`src/rtl/mem_ctrl_pkg.sv`:
```
// Shared definitions for the memory controller: I/O window, widths, size codes
// and small byte helpers.
package mem_ctrl_pkg;

  localparam int          AW      = 32;
  localparam int          DW      = 32;
  localparam logic [31:0] IO_BASE = 32'h0003_0000;

  localparam logic [5:0] SIZE_B = 6'd1;
  localparam logic [5:0] SIZE_H = 6'd2;
  localparam logic [5:0] SIZE_W = 6'd4;

  typedef enum logic [1:0] {ST_IDLE = 2'd0, ST_READ = 2'd1, ST_WRITE = 2'd2} state_e;
  typedef enum logic [1:0] {PORT_FETCH = 2'd0, PORT_LOAD = 2'd1, PORT_STORE = 2'd2} port_e;

  // Unsupported sizes fall back to a full word.
  function automatic logic [2:0] size_len(input logic [5:0] size);
    case (size)
      SIZE_B:  size_len = 3'd1;
      SIZE_H:  size_len = 3'd2;
      SIZE_W:  size_len = 3'd4;
      default: size_len = 3'd4;
    endcase
  endfunction

  function automatic logic in_io(input logic [AW-1:0] addr);
    in_io = (addr >= IO_BASE) && (addr <= IO_BASE + 32'd7);
  endfunction

  function automatic logic [7:0] get_byte(input logic [DW-1:0] w, input logic [1:0] idx);
    case (idx)
      2'd0:    get_byte = w[7:0];
      2'd1:    get_byte = w[15:8];
      2'd2:    get_byte = w[23:16];
      2'd3:    get_byte = w[31:24];
      default: get_byte = w[7:0];
    endcase
  endfunction

endpackage

```
`src/rtl/mem_ctrl.sv`:
```
// Byte-serial RAM controller arbitrating committed stores, loads and
// instruction fetches onto an 8-bit synchronous RAM with one-cycle read latency.
module mem_ctrl
  import mem_ctrl_pkg::*;
(
  input  logic          clk,
  input  logic          rst,
  input  logic          rdy,
  input  logic          in_fetcher_flag,
  input  logic [AW-1:0] in_fetcher_addr,
  output logic          out_fetcher_flag,
  output logic [DW-1:0] out_fetcher_inst,
  input  logic          in_lsb_flag,
  input  logic [5:0]    in_lsb_size,
  input  logic          in_lsb_signed,
  input  logic [AW-1:0] in_lsb_addr,
  output logic          out_lsb_flag,
  output logic [DW-1:0] out_lsb_data,
  input  logic          in_rob_flag,
  input  logic [5:0]    in_rob_size,
  input  logic [AW-1:0] in_rob_addr,
  input  logic [DW-1:0] in_rob_data,
  output logic          out_rob_flag,
  input  logic          in_rob_xbp,
  input  logic [7:0]    mem_din,
  output logic [7:0]    mem_dout,
  output logic [AW-1:0] mem_a,
  output logic          mem_wr,
  input  logic          io_buffer_full
);

  state_e        state_q;
  port_e         cur_port_q;
  logic          f_pend_q, l_pend_q, s_pend_q;
  logic [AW-1:0] f_addr_q, l_addr_q, s_addr_q, cur_addr_q;
  logic [2:0]    l_len_q, s_len_q, cur_len_q, cnt_q;
  logic          l_signed_q, cur_signed_q;
  logic [DW-1:0] s_data_q, cur_data_q, buf_q;

  logic          idle_free_s, start_store_s, start_load_s, start_fetch_s;
  logic [DW-1:0] buf_next_s, lsb_word_s;

  // A store to a full I/O buffer blocks the whole arbiter; the cycle after a
  // write is a bubble so mem_wr drops before anything new is driven.
  always_comb begin
    idle_free_s   = (state_q == ST_IDLE) && !mem_wr;
    start_store_s = idle_free_s && s_pend_q && !(in_io(s_addr_q) && io_buffer_full);
    start_load_s  = idle_free_s && !s_pend_q && l_pend_q && !in_rob_xbp;
    start_fetch_s = idle_free_s && !s_pend_q && !l_pend_q && f_pend_q && !in_rob_xbp;
  end

  // Byte cnt-2 arrives on mem_din this cycle; merge it little-endian.
  always_comb begin
    buf_next_s = buf_q;
    case (cnt_q)
      3'd2:    buf_next_s[7:0]   = mem_din;
      3'd3:    buf_next_s[15:8]  = mem_din;
      3'd4:    buf_next_s[23:16] = mem_din;
      3'd5:    buf_next_s[31:24] = mem_din;
      default: buf_next_s = buf_q;
    endcase
  end

  // Sign- or zero-extend narrow loads.
  always_comb begin
    case (cur_len_q)
      3'd1:    lsb_word_s = {{24{cur_signed_q & buf_next_s[7]}}, buf_next_s[7:0]};
      3'd2:    lsb_word_s = {{16{cur_signed_q & buf_next_s[15]}}, buf_next_s[15:0]};
      default: lsb_word_s = buf_next_s;
    endcase
  end

  // Request latching, arbitration and the byte-serial transfer FSM.
  always_ff @(posedge clk or negedge rst) begin
    if (!rst) begin
      state_q <= ST_IDLE;       cur_port_q <= PORT_FETCH;
      f_pend_q <= 1'b0;         l_pend_q <= 1'b0;         s_pend_q <= 1'b0;
      f_addr_q <= '0;           l_addr_q <= '0;           s_addr_q <= '0;
      l_len_q <= 3'd0;          s_len_q <= 3'd0;          cur_len_q <= 3'd0;
      l_signed_q <= 1'b0;       cur_signed_q <= 1'b0;     cnt_q <= 3'd0;
      s_data_q <= '0;           cur_data_q <= '0;         cur_addr_q <= '0;
      buf_q <= '0;
      out_fetcher_flag <= 1'b0; out_fetcher_inst <= '0;
      out_lsb_flag <= 1'b0;     out_lsb_data <= '0;       out_rob_flag <= 1'b0;
      mem_dout <= 8'h00;        mem_a <= '0;              mem_wr <= 1'b0;
    end else if (rdy) begin
      out_fetcher_flag <= 1'b0;
      out_lsb_flag     <= 1'b0;
      out_rob_flag     <= 1'b0;

      if (in_rob_flag) begin
        s_pend_q <= 1'b1;
        s_addr_q <= in_rob_addr;
        s_len_q  <= size_len(in_rob_size);
        s_data_q <= in_rob_data;
      end else if (start_store_s) begin
        s_pend_q <= 1'b0;
      end else begin
        s_pend_q <= s_pend_q;
      end

      if (in_rob_xbp) begin
        l_pend_q <= 1'b0;
      end else if (in_lsb_flag) begin
        l_pend_q   <= 1'b1;
        l_addr_q   <= in_lsb_addr;
        l_len_q    <= size_len(in_lsb_size);
        l_signed_q <= in_lsb_signed;
      end else if (start_load_s) begin
        l_pend_q <= 1'b0;
      end else begin
        l_pend_q <= l_pend_q;
      end

      if (in_rob_xbp) begin
        f_pend_q <= 1'b0;
      end else if (in_fetcher_flag) begin
        f_pend_q <= 1'b1;
        f_addr_q <= in_fetcher_addr;
      end else if (start_fetch_s) begin
        f_pend_q <= 1'b0;
      end else begin
        f_pend_q <= f_pend_q;
      end

      case (state_q)
        ST_IDLE: begin
          mem_a    <= '0;
          mem_dout <= 8'h00;
          mem_wr   <= 1'b0;
          cnt_q    <= 3'd1;
          buf_q    <= '0;
          if (start_store_s) begin
            cur_port_q <= PORT_STORE;
            cur_addr_q <= s_addr_q;
            cur_len_q  <= s_len_q;
            cur_data_q <= s_data_q;
            mem_a      <= s_addr_q;
            mem_dout   <= s_data_q[7:0];
            mem_wr     <= 1'b1;
            if (s_len_q == 3'd1) out_rob_flag <= 1'b1;
            else                 state_q <= ST_WRITE;
          end else if (start_load_s) begin
            cur_port_q   <= PORT_LOAD;
            cur_addr_q   <= l_addr_q;
            cur_len_q    <= l_len_q;
            cur_signed_q <= l_signed_q;
            mem_a        <= l_addr_q;
            state_q      <= ST_READ;
          end else if (start_fetch_s) begin
            cur_port_q   <= PORT_FETCH;
            cur_addr_q   <= f_addr_q;
            cur_len_q    <= 3'd4;
            cur_signed_q <= 1'b0;
            mem_a        <= f_addr_q;
            state_q      <= ST_READ;
          end else begin
            state_q <= ST_IDLE;
          end
        end
        ST_WRITE: begin
          mem_a    <= cur_addr_q + {29'd0, cnt_q};
          mem_dout <= get_byte(cur_data_q, cnt_q[1:0]);
          mem_wr   <= 1'b1;
          cnt_q    <= cnt_q + 3'd1;
          if (cnt_q == cur_len_q - 3'd1) begin
            out_rob_flag <= 1'b1;
            state_q      <= ST_IDLE;
          end else begin
            state_q <= ST_WRITE;
          end
        end
        ST_READ: begin
          if (in_rob_xbp) begin
            state_q <= ST_IDLE;
            mem_a   <= '0;
          end else begin
            cnt_q <= cnt_q + 3'd1;
            if (cnt_q < cur_len_q) mem_a <= cur_addr_q + {29'd0, cnt_q};
            else                   mem_a <= mem_a;
            if (cnt_q >= 3'd2) buf_q <= buf_next_s;
            else               buf_q <= buf_q;
            if (cnt_q == cur_len_q + 3'd1) begin
              state_q <= ST_IDLE;
              mem_a   <= '0;
              if (cur_port_q == PORT_LOAD) begin
                out_lsb_flag <= 1'b1;
                out_lsb_data <= lsb_word_s;
              end else begin
                out_fetcher_flag <= 1'b1;
                out_fetcher_inst <= buf_next_s;
              end
            end else begin
              state_q <= ST_READ;
            end
          end
        end
        default: state_q <= ST_IDLE;
      endcase
    end
  end

endmodule

```
`config.mk`:
```
export PLATFORM = sky130hd
export DESIGN_NAME = mem_ctrl
export DESIGN_NICKNAME = d
export VERILOG_FILES = /design/src/rtl/mem_ctrl_pkg.sv /design/src/rtl/mem_ctrl.sv
export SDC_FILE = /design/constraint.sdc
export NUM_CORES = 1
export LEC_CHECK = 0
export CAP_MARGIN = 20
export CORE_MARGIN = 5
export CORE_UTILIZATION = 28
export CTS_CLUSTER_SIZE = 12
export DETAILED_ROUTE_END_ITERATION = 12
export SYNTH_ARGS = -nofsm -noshare
export SYNTH_HDL_FRONTEND = slang
export SYNTH_SLANG_ARGS = --single-unit
```
`constraint.sdc`:
```
create_clock -name clk -period 2.7 [get_ports clk]
set_clock_uncertainty 0.15 [all_clocks]
set_input_delay 0.54 -clock clk [delete_from_list [all_inputs] [get_ports clk]]
set_output_delay 0.54 -clock clk [all_outputs]
set_load 0.03 [all_outputs]
```
; Word-level counts from Yosys, hierarchy flattened
; Cells that the tools add are included.
[op_classes]
mux = 62
n_eq_ne = 23
n_reduce_logical = 42
addsub = 4
bitwise = 5
order_cmp = 4
[op_table]
columns = operator, count
row1 = two-way mux 32 bit, 11
row2 = one-hot mux 32 bit (2 select lines), 2
row3 = one-hot mux 32 bit (3 select lines), 1
row4 = two-way mux 8 bit, 5
row5 = adder 32 x 3 -> 32 bit, 1
row6 = >= comparator 32 x 18 -> 1 bit (second input constant), 1
row7 = less-or-equal comparator 32 x 18 -> 1 bit (second input constant), 1
row8 = one-hot mux 8 bit (4 select lines), 1
row9 = two-way mux 1 bit, 25
row10 = AND reduction 3 bit, 6
row11 = one-hot mux 8 bit (2 select lines), 1
row12 = equality test 6 x 1 -> 1 bit (second input constant), 2
row13 = equality test 6 x 2 -> 1 bit (second input constant), 2
row14 = two-way mux 2 bit, 6
row15 = two-way mux 3 bit, 4
row16 = one-hot mux 3 bit (2 select lines), 2
row17 = AND reduction 2 bit, 6
row18 = nonzero test 3 bit, 4
row19 = logical AND 1 bit, 11
row20 = AND reduction 5 bit, 2
row21 = equality test 3 x 2 -> 1 bit (second input constant), 3
row22 = one-hot mux 3 bit (3 select lines), 1
row23 = AND reduction 4 bit, 2
row24 = nonzero test 2 bit, 4
row25 = other kinds (18), 36
[word_totals]
reg_bits = 353
output_inout_bits = 108

; Depth between registers and ports, before layout
[depth]
word_depth = 10
depth_mapped = 12
mapped_depth_nobuf = 9

; Least setup slack after synthesis
; No wires, ideal clock.
[synth_timing]
kind = flip-flop to flip-flop
from = reg cnt_q[0]
to = reg out_lsb_data[24]
arrival_ns = 2.229
path_stages_with_launch = 13
setup_slack_ns = 0.196
t_required_ns = 2.425
cell_sequence = dfrtp_1 > inv_1 > ha_1 > buf_2 > nand2b_1 > buf_2 > mux2i_1 > nor4bb_1 > buf_6 > a41oi_4 > buf_2 > o21ai_0 > mux2_2
[synth_between]
elab_chain_cells = 4
word_cells_on_any_way = 11
classes_between = 4 x eq/ne / 4 x mux / 2 x bitwise / 1 x reduce/logical
[synth_rtl]
columns = item, line
row1 = "start, declared", mem_ctrl.sv:36  ; logic [2:0] l_len_q, s_len_q, cur_len_q, cnt_q;
row2 = "start signal, assigned", mem_ctrl.sv:165  ; cnt_q <= cnt_q + 3'd1;
row3 = "start signal, assigned", mem_ctrl.sv:178  ; cnt_q <= cnt_q + 3'd1;
row4 = equality test 3 x 2 -> 1 bit, mem_ctrl.sv:55  ; case (cnt_q)
row5 = two-way mux 8 bit, mem_ctrl.sv:55
row6 = AND 1 bit (on tied branches), "mem_ctrl.sv:68, mem_ctrl.sv:67"
row7 = one-hot mux 32 bit (2 select lines), mem_ctrl.sv:66  ; case (cur_len_q)
row8 = "end signal, assigned", mem_ctrl.sv:188  ; out_lsb_data <= lsb_word_s;
row9 = "end, declared", mem_ctrl.sv:18  ; output logic [DW-1:0] out_lsb_data,
; Parallel ways exist; a longest one is shown, timed or not.
; A chain may end at the register's enable or synchronous reset.

; Final worst setup path
[layout_timing]
from = reg state_q[0]
to = reg mem_a[0]
[layout_between]
elab_chain_cells = 10
word_cells_on_any_way = 19
classes_between = 3 x eq/ne / 4 x mux / 12 x reduce/logical
[layout_rtl]
columns = item, line
row1 = "start, declared", mem_ctrl.sv:32  ; state_e state_q;
row2 = "start signal, assigned", mem_ctrl.sv:76  ; state_q <= ST_IDLE; cur_port_q <= PORT_FETCH;
row3 = "start signal, assigned", mem_ctrl.sv:142  ; else state_q <= ST_WRITE;
row4 = "start signal, assigned", mem_ctrl.sv:149  ; state_q <= ST_READ;
row5 = zero test 2 bit, "mem_ctrl.sv:46, mem_ctrl.sv:126"
row6 = logical AND 1 bit, mem_ctrl.sv:46  ; idle_free_s = (state_q == ST_IDLE) && !mem_wr;
row7 = logical AND 1 bit, "mem_ctrl.sv:48, mem_ctrl.sv:49"
row8 = logical AND 1 bit (3 in a row), mem_ctrl.sv:49  ; start_fetch_s = idle_free_s && !s_pend_q && !l_pend_q && f_pend_q && !in_rob_xbp;
row9 = two-way mux 32 bit, mem_ctrl.sv:150  ; end else if (start_fetch_s) begin
row10 = two-way mux 32 bit, mem_ctrl.sv:143  ; end else if (start_load_s) begin
row11 = two-way mux 32 bit, mem_ctrl.sv:133  ; if (start_store_s) begin
row12 = one-hot mux 32 bit (3 select lines), mem_ctrl.sv:126  ; case (state_q)
row13 = "end signal, assigned", mem_ctrl.sv:138  ; mem_a <= s_addr_q;
row14 = "end signal, assigned", mem_ctrl.sv:148  ; mem_a <= l_addr_q;
row15 = "end signal, assigned", mem_ctrl.sv:155  ; mem_a <= f_addr_q;
row16 = "end, declared", mem_ctrl.sv:27  ; output logic [AW-1:0] mem_a,
; Parallel ways exist; a longest one is shown, timed or not.

==> flow_summary_export.csv <==
group,metric,value,unit
run_status,outcome,"finished, final reports clean",
pwr,ir_worst_vdd,0.392,mV
setup_path,worstPathArrival,2920,ps
global_routing,busiest_layer,"met2",
route,wl_per_cell,20.1,um
global_routing,grt_overflow,0,
setup_path,crit_top_cell,"buf_12",
global_routing,use_met2,0.254,
layout,area_delta_synth_final,36.2,%
pwr,pwr-share-seq,0.373,
yosys,async_flop_share,1.00,
global_routing,grt_max_degree,77,
setup_path,cp.depth,10,
yosys,synth_area_leaders,"dfrtp_1 (54%), mux2_2 (14%), nand2_1 (5.2%), o21ai_0 (4.1%), a21oi_1 (2.2%)",
global_routing,antenna_found_initial,1,
yosys,synth_area_leader_cell,"dfrtp_1",
yosys,synth-edff-count,0,
yosys,synth_most_common_cell,"dfrtp_1",
route,viasPerCell,4.86,
yosys,syn_avg_cell_area,11.2,um2
min_path,hold_path_class,"input pin to asynchronous set/reset pin",
yosys,yosys.area.top_type_share,0.539,
timing,max_freq,382,MHz
setup_path,critPathKind,"register to register",
yosys,syn_area,16400,um2
run,maxCapViolations,0,
setup_path,cp-start-kind,"register",
setup_path,crit_path_max_incr_delay,410,ps
placement,place.port_buffers,264,
setup_path,crit_required,3000,ps
global_routing,use_met3,0.0320,
floorplanning,fp.dieH,252,um
clocking,clockRootBuffer,"clkbuf_16",
floorplanning,io_pins,265,
layout,final_cell_count_no_fill,2593,
floorplanning,rows,88,
clocking,clock_sinks,353,
route,vias,12593,
route,antenna_left,0,
yosys,ys_types,69,
setup_path,r2r_cells,10,
pwr,power.share.clock,0.283,
pwr,p_int,13.0,mW
timing,finalSetupViolations,0,
timing,tightest_slew,599,ps
pwr,switching_share,0.353,
yosys,syn-num-nets,1635,
yosys,synth_warnings,0,
timing,period_share,0.969,
route,first_pass_iters,5,
global_routing,grtUsageMet1,0.230,
pwr,p_total,20.1,mW
global_routing,grt_pass1_vias,12966,
floorplanning,initial_core_util,0.283,
route,wirelength,52200,um
clocking,htreeDepth,2,
route,initialDrtViolationCount,868,
setup_path,slowest_stage,"dfrtp_1",
setup_path,worstPathMaxFanout,16,
placement,dp_cells,2515,
timing,finalSetupTns,0,ps
setup_path,critPathTopFamily,"multiplexers",
yosys,ys_seq_area_frac,0.539,
setup_path,r2r_slack,80,ps
setup_path,worst-path-buf-inv,3,
timing,holdWs,312,ps
floorplanning,die_area,63400,um2
clocking,clockBufferDepth,3,
clocking,cts_buffers,41,
yosys,ys_seq_elements,353,
pwr,p_sw,7.10,mW
global_routing,grt_pass1_wl,80100,um
setup_path,cp_cell_sequence,"inv_1 > ha_2 > nor4b_4 > and2_4 > buf_12 > buf_12 > mux2_2 > mux2i_4 > a211o_1 > a21oi_1",
layout,drive_gt1_frac,0.235,
global_routing,grt_usage,0.160,
timing,drv_slew,0,
yosys,netlist_instances,1457,
route,drc_errors,0,
timing,hold_viol,0,
layout,nNetsFinal,1974,
pwr,power_density,902,nW/um2
yosys,synth_top_cells_by_count,"dfrtp_1 (353), nand2_1 (226), mux2_2 (202), o21ai_0 (134), a21oi_1 (71)",
layout,finish.utilization,0.386,
timing,period_minus_slack,2620,ps
pwr,p_leak,9.56,nW
clocking,clk_latency,570,ps
placement,gp_congestion,0.882,
clocking,cts_tree,"done",
floorplanning,core,57800,um2
timing,rsz0062_at_grt,"yes",
yosys,synthFlopType,"dfrtp_1",
setup_path,end_kind,"register",
timing,relSlewSlack,0.590,
floorplanning,die_w,252,um
placement,dpl.hpwl,39400,um
clocking,path_clk_slew,60,ps
pwr,combPwrFrac,0.344,
## registers in the layout, indices dropped and copies added (netlist names), 2 cells and up
signal,count
buf_q,32
cur_addr_q,32
cur_data_q,32
f_addr_q,32
l_addr_q,32
mem_a,32
out_fetcher_inst,32
out_lsb_data,32
s_addr_q,32
s_data_q,32
mem_dout,8
cnt_q,3
cur_len_q,3
l_len_q,3
s_len_q,3
cur_port_q,2
state_q,2
## layout by cell type, fill, tap and decap left out, types with 9 or more instances in the layout
master / count
nand2_1: 225
dfrtp_1: 350
mux2_2: 202
nand3_1: 10
clkbuf_1: 11
xnor2_1: 17
o21ai_0: 133
clkbuf_16: 41
buf_12: 22
a21oi_1: 71
nand4_1: 13
mux2i_1: 24
o31ai_1: 17
a221o_1: 13
a311oi_1: 9
nor2_1: 43
buf_4: 105
a22o_1: 16
clkdlybuf4s50_1: 263
xor2_1: 16
nor3b_1: 9
ha_1: 18
a222oi_1: 13
nand2b_1: 24
inv_1: 14
## path summary, 6_finish.rpt
check	start	endpoint
setup / recovery	state_q[0]	mem_a[0]
hold / removal	rst	f_addr_q[13]
setup reg to reg	state_q[0]	mem_a[0]
hold reg to reg	buf_q[9]	buf_q[9]
max in group asynchronous	rst	f_addr_q[19]
min in group clk	buf_q[9]	buf_q[9]
## metal layers
layer	vias up	share of wire
li1	5926	-
met3	54	0.059
met1	6295	0.47
met5	-	0
met4	0	0.017
met2	318	0.46
## cells by family after synthesis
logic type	count (synthesis)	share of synthesized area
AO/OA/AOI/OAI	339	0.134
XOR/XNOR	34	0.0191
adder cells (fa/ha/maj)	21	0.0165
buffers and inverters	110	0.0294
flip-flops	353	0.539
multiplexers	232	0.157
AND/OR/NAND/NOR	368	0.104
## layout make-up
class | count | area (um2)
fillers | 5640 | 35500
flip-flops and latches | 353 | 8840
multi-input cells | 994 | 7190
repair buffers | 392 | 3890
clock buffers | 59 | 1160
well taps | 765 | 957
clock inverters | 15 | 218
inverters | 14 | 52.6
diodes | 1 | 2.50
## worst reg2reg max path, delay by kind of cell (launching register included)
family          cells  cell delay [ps]
buf+inv             3              390
mux                 2              570
flops               1              410
fa+ha+maj           1              220
compound gates      2              290
simple gates        2              480
## power by group through the flow
stage,logic (mW),registers [mW],clock network (mW)
2_1_floorplan,3.54,7.64,0
3_3_place_gp,6.68,7.55,0
3_5_place_dp,6.79,7.58,0
4_1_cts,6.83,7.50,5.84
5_1_grt,7.52,7.65,6.04
6_report,6.92,7.51,5.69
## stage by stage
stage | instance area, um2 | setup slack, ps
after global placement | 20800 | -468
final | 22300 | 83.3
after global routing | 22300 | -43.8
after CTS | 22200 | 0.676
after floorplan | 16400 | 196
after detailed placement | 20800 | -488
## repair_timing
item                                    CTS  global route
gates cloned                              0             0
hold buffers                              1             0
endpoints found under the setup margin    5            32
gates resized for setup                   3            19
endpoints found under the hold margin    38             0
buffers inserted                          0             2
pin swaps                                 0             2
Power figures use the tool's default switching activity.
